===== config.mk =====
export PLATFORM = sky130hd
export DESIGN_NAME = execute_condition_stage
export DESIGN_NICKNAME = d
export VERILOG_FILES = /design/src/rtl/execute_condition_stage.sv
export SDC_FILE = /design/constraint.sdc
export NUM_CORES = 1
export LEC_CHECK = 0
export ABC_AREA = 1
export ABC_CLOCK_PERIOD_IN_PS = 3500
export BUFFER_PORTS_ARGS = -buffer_cell sky130_fd_sc_hd__buf_2
export CAP_MARGIN = 20
export CORE_MARGIN = 2
export CORE_UTILIZATION = 51
export DETAILED_ROUTE_END_ITERATION = 10
export GPL_TIMING_DRIVEN = 0
export PLACE_DENSITY = 0.8
export RECOVER_POWER = 100
export SYNTH_ARGS = -nofsm -noshare
export SYNTH_HDL_FRONTEND = slang
export SYNTH_SLANG_ARGS = --single-unit

===== constraint.sdc =====
create_clock -name clk -period 3.5 [get_ports clk]
set_input_delay 0.175 -clock clk [delete_from_list [all_inputs] [get_ports clk]]
set_output_delay 0.175 -clock clk [all_outputs]
set_load 0.005 [all_outputs]

===== src/rtl/execute_condition_stage.sv =====
// ID/EX control register plus conditional-execution unit.
// Owns the NZCV flags and gates E-stage side effects by condition.
module execute_condition_stage #(
    parameter int         RA_W      = 4,
    parameter logic [3:0] FLAGS_RST = 4'b0000
) (
    input  logic            clk,
    input  logic            reset,
    input  logic            StallE,
    input  logic            FlushE,
    input  logic            PCSrcD,
    input  logic            RegWriteD,
    input  logic            MemToRegD,
    input  logic            MemWriteD,
    input  logic            BranchD,
    input  logic            ALUSrcD,
    input  logic            NoWriteD,
    input  logic [3:0]      ALUControlD,
    input  logic [1:0]      FlagWriteD,
    input  logic [3:0]      CondD,
    input  logic [RA_W-1:0] WA3D,
    input  logic [3:0]      ALUFlags,
    output logic [3:0]      ALUControlE,
    output logic            ALUSrcE,
    output logic            MemToRegE,
    output logic [RA_W-1:0] WA3E,
    output logic            ValidE,
    output logic            CondExE,
    output logic            PCSrcE,
    output logic            RegWriteE,
    output logic            MemWriteE,
    output logic            BranchTakenE,
    output logic [3:0]      FlagsE
);

    typedef struct packed {
        logic            pcsrc;
        logic            regwrite;
        logic            memtoreg;
        logic            memwrite;
        logic            branch;
        logic            alusrc;
        logic            nowrite;
        logic [3:0]      aluctl;
        logic [1:0]      flagwrite;
        logic [3:0]      cond;
        logic [RA_W-1:0] wa3;
    } id_ex_t;

    id_ex_t     d;
    id_ex_t     e;
    logic       valid;
    logic [3:0] flags;
    logic       n, z, c, v;

    // Bundle the decode-stage controls into one register image
    always_comb begin
        d           = '0;
        d.pcsrc     = PCSrcD;
        d.regwrite  = RegWriteD;
        d.memtoreg  = MemToRegD;
        d.memwrite  = MemWriteD;
        d.branch    = BranchD;
        d.alusrc    = ALUSrcD;
        d.nowrite   = NoWriteD;
        d.aluctl    = ALUControlD;
        d.flagwrite = FlagWriteD;
        d.cond      = CondD;
        d.wa3       = WA3D;
    end

    // ID/EX register: reset and flush insert a bubble, stall holds
    always_ff @(posedge clk) begin
        if (!reset) begin
            e     <= '0;
            valid <= 1'b0;
        end else if (FlushE) begin
            e     <= '0;
            valid <= 1'b0;
        end else if (!StallE) begin
            e     <= d;
            valid <= 1'b1;
        end
    end

    assign {n, z, c, v} = flags;

    // Condition evaluation against the flags held before this edge
    always_comb begin
        CondExE = 1'b0;
        unique case (e.cond)
            4'b0000: CondExE = z;
            4'b0001: CondExE = ~z;
            4'b0010: CondExE = c;
            4'b0011: CondExE = ~c;
            4'b0100: CondExE = n;
            4'b0101: CondExE = ~n;
            4'b0110: CondExE = v;
            4'b0111: CondExE = ~v;
            4'b1000: CondExE = c & ~z;
            4'b1001: CondExE = ~c | z;
            4'b1010: CondExE = (n == v);
            4'b1011: CondExE = (n != v);
            4'b1100: CondExE = ~z & (n == v);
            4'b1101: CondExE = z | (n != v);
            4'b1110: CondExE = 1'b1;
            4'b1111: CondExE = 1'b0;
        endcase
    end

    // Flags commit only when the E instruction retires this edge
    always_ff @(posedge clk) begin
        if (!reset) begin
            flags <= FLAGS_RST;
        end else if (!FlushE && !StallE && valid && CondExE) begin
            if (e.flagwrite[1]) flags[3:2] <= ALUFlags[3:2];
            if (e.flagwrite[0]) flags[1:0] <= ALUFlags[1:0];
        end
    end

    assign ALUControlE  = e.aluctl;
    assign ALUSrcE      = e.alusrc;
    assign MemToRegE    = e.memtoreg;
    assign WA3E         = e.wa3;
    assign ValidE       = valid;
    assign FlagsE       = flags;
    assign PCSrcE       = e.pcsrc & CondExE;
    assign RegWriteE    = e.regwrite & CondExE & ~e.nowrite;
    assign MemWriteE    = e.memwrite & CondExE;
    assign BranchTakenE = e.branch & CondExE;

endmodule

# After elaboration in Yosys (flattened, before gate mapping)

Index checks and enable logic that the tools add are counted.

Bits in registers: 26
Input bits: 29
Output and inout bits: 20
Word-level logic and storage cells: 56

Eq/ne operators: 17
Mux-type cells: 1
Bitwise operators: 15
Reduce and logical (&&, ||, !) cells: 9

Operators by type and width:

| operator                                             | number |
|---|---|
| equality test 4 bit (second input constant)          | 8 |
| equality test 4 x 3 -> 1 bit (second input constant) | 4 |
| case mux 1 bit (16 select lines)                     | 1 |
| equality test 4 x 2 -> 1 bit (second input constant) | 2 |
| AND 1 bit                                            | 7 |
| inverter 1 bit                                       | 6 |
| equality test 4 x 1 -> 1 bit (second input constant) | 1 |
| logical NOT 4 bit                                    | 1 |
| AND reduction 2 bit                                  | 2 |
| logical AND 1 bit                                    | 3 |
| logical NOT 1 bit                                    | 2 |
| bitwise OR 1 bit                                     | 2 |
| OR reduction 2 bit                                   | 1 |
| equality test 1 bit                                  | 1 |
| != test 1 bit                                        | 1 |

# Longest topological paths before layout

Depth after elaboration: 5
Mapped depth: 13

# Worst setup path after synthesis

Ideal clock, no wire load.

Path type: reg-to-output
Start point: reg flags[3] (netlist: FlagsE[3])
End point: out RegWriteE
Arrival time: 1,235 ps
Required time: 3,325 ps
Slack: 2,090 ps
Stages on the path, launching flop included: 13
Cells stage by stage: dfxtp_1 inv_2 nand2_1 nand2_1 o21ai_1 nand2_1 nand3_1 nand2_2 nand2_2 nand2_1 inv_2 nand2_1 nor2_2

Word-level cells in the longest chain between the ends: 5
Elaborated cells between the ends (all ways): 8
Those cells by class: 2 x eq/ne; 1 x mux; 5 x bitwise

Ends and longest elaborated chain:

| element                                                     | line     | RTL |
|---|---|---|
| from (decl)                                                 | 53       | `logic [3:0] flags;` |
| from (signal assigned)                                      | 116      | `if (e.flagwrite[1]) flags[3:2] <= ALUFlags[3:2];` |
| != test 1 bit / equality test 1 bit (equally long branches) | --       |  |
| bitwise OR 1 bit / AND 1 bit (equally long branches)        | 105, 104 |  |
| case mux 1 bit (16 select lines) (*)                        | 91       | `unique case (e.cond)` |
| via CondExE                                                 | 28       | `output logic CondExE,` |
| AND 1 bit (*) (2 in a row)                                  | 128      | `assign RegWriteE = e.regwrite & CondExE & ~e.nowrite;` |
| to (decl)                                                   | 30       | `output logic RegWriteE,` |

Mark *: on every way through the listed nets, which the timed path passes. The rest lies on a longest branch.

# Worst setup path in the final report

Start point: reg e[4] in the netlist's numbering
End point: out RegWriteE

Word-level cells in the longest chain between the ends: 4
Elaborated cells between the ends (all ways): 19
Those cells by class: 15 x eq/ne; 1 x mux; 2 x bitwise; 1 x reduce/logical

Ends and longest elaborated chain:

| element                                     | line | RTL |
|---|---|---|
| from (decl)                                 | 51   | `id_ex_t e;` |
| from (signal assigned)                      | 75   | `e <= '0;` |
| from (signal assigned)                      | 78   | `e <= '0;` |
| from (signal assigned)                      | 81   | `e <= d;` |
| equality test 4 bit (tied with other cells) | 91   |  |
| case mux 1 bit (16 select lines) (*)        | 91   |  |
| AND 1 bit (*) (2 in a row)                  | 128  |  |

Every way passes the cells marked *; elsewhere a longest branch is shown, timed or not.

==> results.ini <==
[yosys]
synth_compound_area_share_pct = 12.5
synthAdderAreaFrac_pct = 0
synth_cells = 182
yosysUniqueCellTypes = 16
ys_seq_area_share_pct = 42.4
synth_top_family_by_area = simple AND/OR/NAND/NOR gates
synth_xor_xnor_area_share_pct = 0
synthMuxAreaShare_pct = 0
synth.avg_cell_area_um2 = 6.75
synth_largest_area_cell = dfxtp_1
synth_top_cells_by_area = dfxtp_1 (42%), nand2_1 (20%), a21oi_1 (7.3%)
synth-simple-area-share_pct = 32.9
synth_area_um2 = 1230
ys_ff_latch = 26
yosysTopAreaCellShare_pct = 42.4
yosys_warnings = 0
syn-num-nets = 211

[critical_path]
critPathMaxFanout = 7
r2r_cells = 11
end_kind = primary output
crit_buf_inv = 3
r2r-end = FlagsE[1]
cpMostUsedCell = nand2_1
cp_num_cells = 14
r2r_slack_ns = 1.85
cpPeakStageDelay_ns = 0.48
critPathRequiredTime_ns = 3.32
crit_path_start_kind = register
timing.rr.start = FlagsE[0]
crit_chain = inv_1 -> nand2_1 -> nand3_1 -> nand2_1 -> nand2_1 -> nand2_1 -> nand3_1 -> nand2_2 -> nand2_1 -> nand2_1 -> inv_1 -> nand2_1 -> nor2_2 -> clkbuf_2
crit_path_top_delay_cell = dfxtp_1
critPathArrivalTime_ns = 1.94
crit_family = simple AND/OR/NAND/NOR gates
worstSetupPathType = register to primary output

[pwr]
power_frac_seq_pct = 52.4
peakVddDrop_uv = 381
swShare_pct = 23.8
power_density_nw_per_um2 = 388
cellInternalPower_uw = 452
p_leak_nw = 0.768
p_total_uw = 593
switching_power_uw = 141
pwr-share-clk_pct = 35.4
p_comb_share_pct = 12.2

[floorplanning]
num_io_pins = 49
die_y_um = 53.1
fp.dieArea_um2 = 2820
fp-row-count = 17
start_util_pct = 54.5
die_w_um = 53.1
core_um2 = 2250

[layout]
instances_no_fill = 262
drive_above_1_share_pct = 25.6
layout_common_cells = nand2_1 (67), buf_2 (38), dfxtp_1 (26)
diodes = 0
final_nets = 264
mostFrequentLayoutCell = nand2_1
synthToLayoutAreaGrowth_pct = 24.6
design_area_um2 = 1530

[global_routing]
grt_max_degree = 16
grt_pass1_vias = 1192
grt-ovfl-total = 0
grt_pass1_wl_mm = 4.93
grt_use_total_pct = 23.6
antenna_found_initial = 0

[drt]
drt_iter0_drc = 29
postRouteAntennaNets = 0
vias_per_cell = 4.98
routed_wirelength_mm = 2.96
first_pass_iters = 4
vias = 1304
wl_per_cell_um = 11.3
route.detailed.drc = 0

[worst_hold_path]
hold_path_depth = 3
hp-start = WA3D[0]
hold_end = WA3E[0]
hold_path.class = input pin to register

[sta]
worst_slack_ns = 1.38
max_freq_ghz = 0.472
fin_crit_sh_pct = 60.5
drv_slew = 0
timing_hold_violations_final = 0
rsz0062_at_grt = false
relSlewSlack_pct = 67.9
fin_worst_skew_ns = 0.00180
fin_tns_setup_ns = 0
fin_crit_ns = 2.12
worst_slew_pin_slew_ns = 0.482
setup_viol = 0

[placed_design]
hpwlAfterDp_mm = 2.27
gp_congestion = 0.889
post-place-ws_ns = 1.80
io_buffers = 48
placed_area_um2 = 1500
place_inst = 258

[cts]
path_clk_slew_ns = 0.15
cts_sinks = 26
clk_latency_ns = 0.33
cts_max_level = 1
holdBufCountCts = 0
cts_resized = 0
cts_inserted_buffers = 3
cts_tree = built
post_cts_buffers = 0
cts_max_path_buffers = 2
clk_root_buffer_cell = clkbuf_4

[flow_run]
max_cap_violations = 0

[outcome]
outcome = finished, final reports clean

## cell type report
cell class                      instances  area, µm²
Multi-Input combinational cell        124        543
Buffer                                 14       82.6
Fill cell                             217        723
Clock buffer                            3       22.5
Tap cell                               28       35.0
Inverter                               18       67.6
Clock inverter                          1       30.0
Sequential cell                        26        520
Timing Repair Buffer                   48        230
## per-layer routing
| metal | wire length [µm] | global-route usage, % |
|---|---|---|
| met1 | 1230 | 26.9 |
| met2 | 1500 | 42.7 |
| met3 | 216 | 7.06 |
| met4 | 19 | 5.56 |
| met5 | 0 | 0 |
## cell families after synthesis
logic type | Yosys count
flip-flops | 26
buffers and inverters | 32
AND/OR/NAND/NOR | 97
AO/OA/AOI/OAI | 27
## power by group through the flow
| stage | Clock (mW) | Combinational [mW] | Sequential, mW |
|---|---|---|---|
| final | 0.210 | 0.0722 | 0.311 |
| after global routing | 0.222 | 0.0833 | 0.312 |
| after CTS | 0.210 | 0.0748 | 0.311 |
| after detailed placement | 0 | 0.0740 | 0.317 |
| after global placement | 0 | 0.0713 | 0.317 |
| after floorplan | 0 | 0.0429 | 0.316 |
## stage by stage
step	hold slack (ns)	util (%)
after floorplan	0.310	-
after global placement	0.406	66.7
after global routing	0.0615	67.9
final	0.0678	67.9
after detailed placement	0.416	66.7
after CTS	0.0699	69.0
## worst register-to-register path, delay by kind of cell (launching register included)
family	cells	cell delay, ns
buffers and inverters	1	0.10
AO/OA/AOI/OAI	1	0.14
flip-flops	1	0.41
AND/OR/NAND/NOR	9	0.93
## sequential cells by signal (all words and copies together) (netlist names)
register / count
FlagsE: 4
e: 11
ValidE: 1
ALUSrcE: 1
MemToRegE: 1
WA3E: 4
ALUControlE: 4
## synth_stat cells
library cell,count
nand2_1,66
nand2_2,2
nand3_1,3
nor3_1,1
nor2_2,5
a211oi_1,6
o21ai_1,2
nor2_1,18
o21ai_2,1
nand4_2,2
inv_2,2
a21oi_1,18
dfxtp_1,26
buf_4,8
clkbuf_1,6
inv_1,16
## how the worst max path moves through the flow
| stage | startpoint | to |
|---|---|---|
| 6_report | e[4] | RegWriteE |
| 5_1_grt | e[4] | RegWriteE |
| 4_1_cts | e[4] | RegWriteE |
| 3_5_place_dp | e[4] | RegWriteE |
| 3_3_place_gp | e[4] | RegWriteE |
| 2_1_floorplan | FlagsE[3] | RegWriteE |
Note: power is estimated with default switching activity, not from simulation.
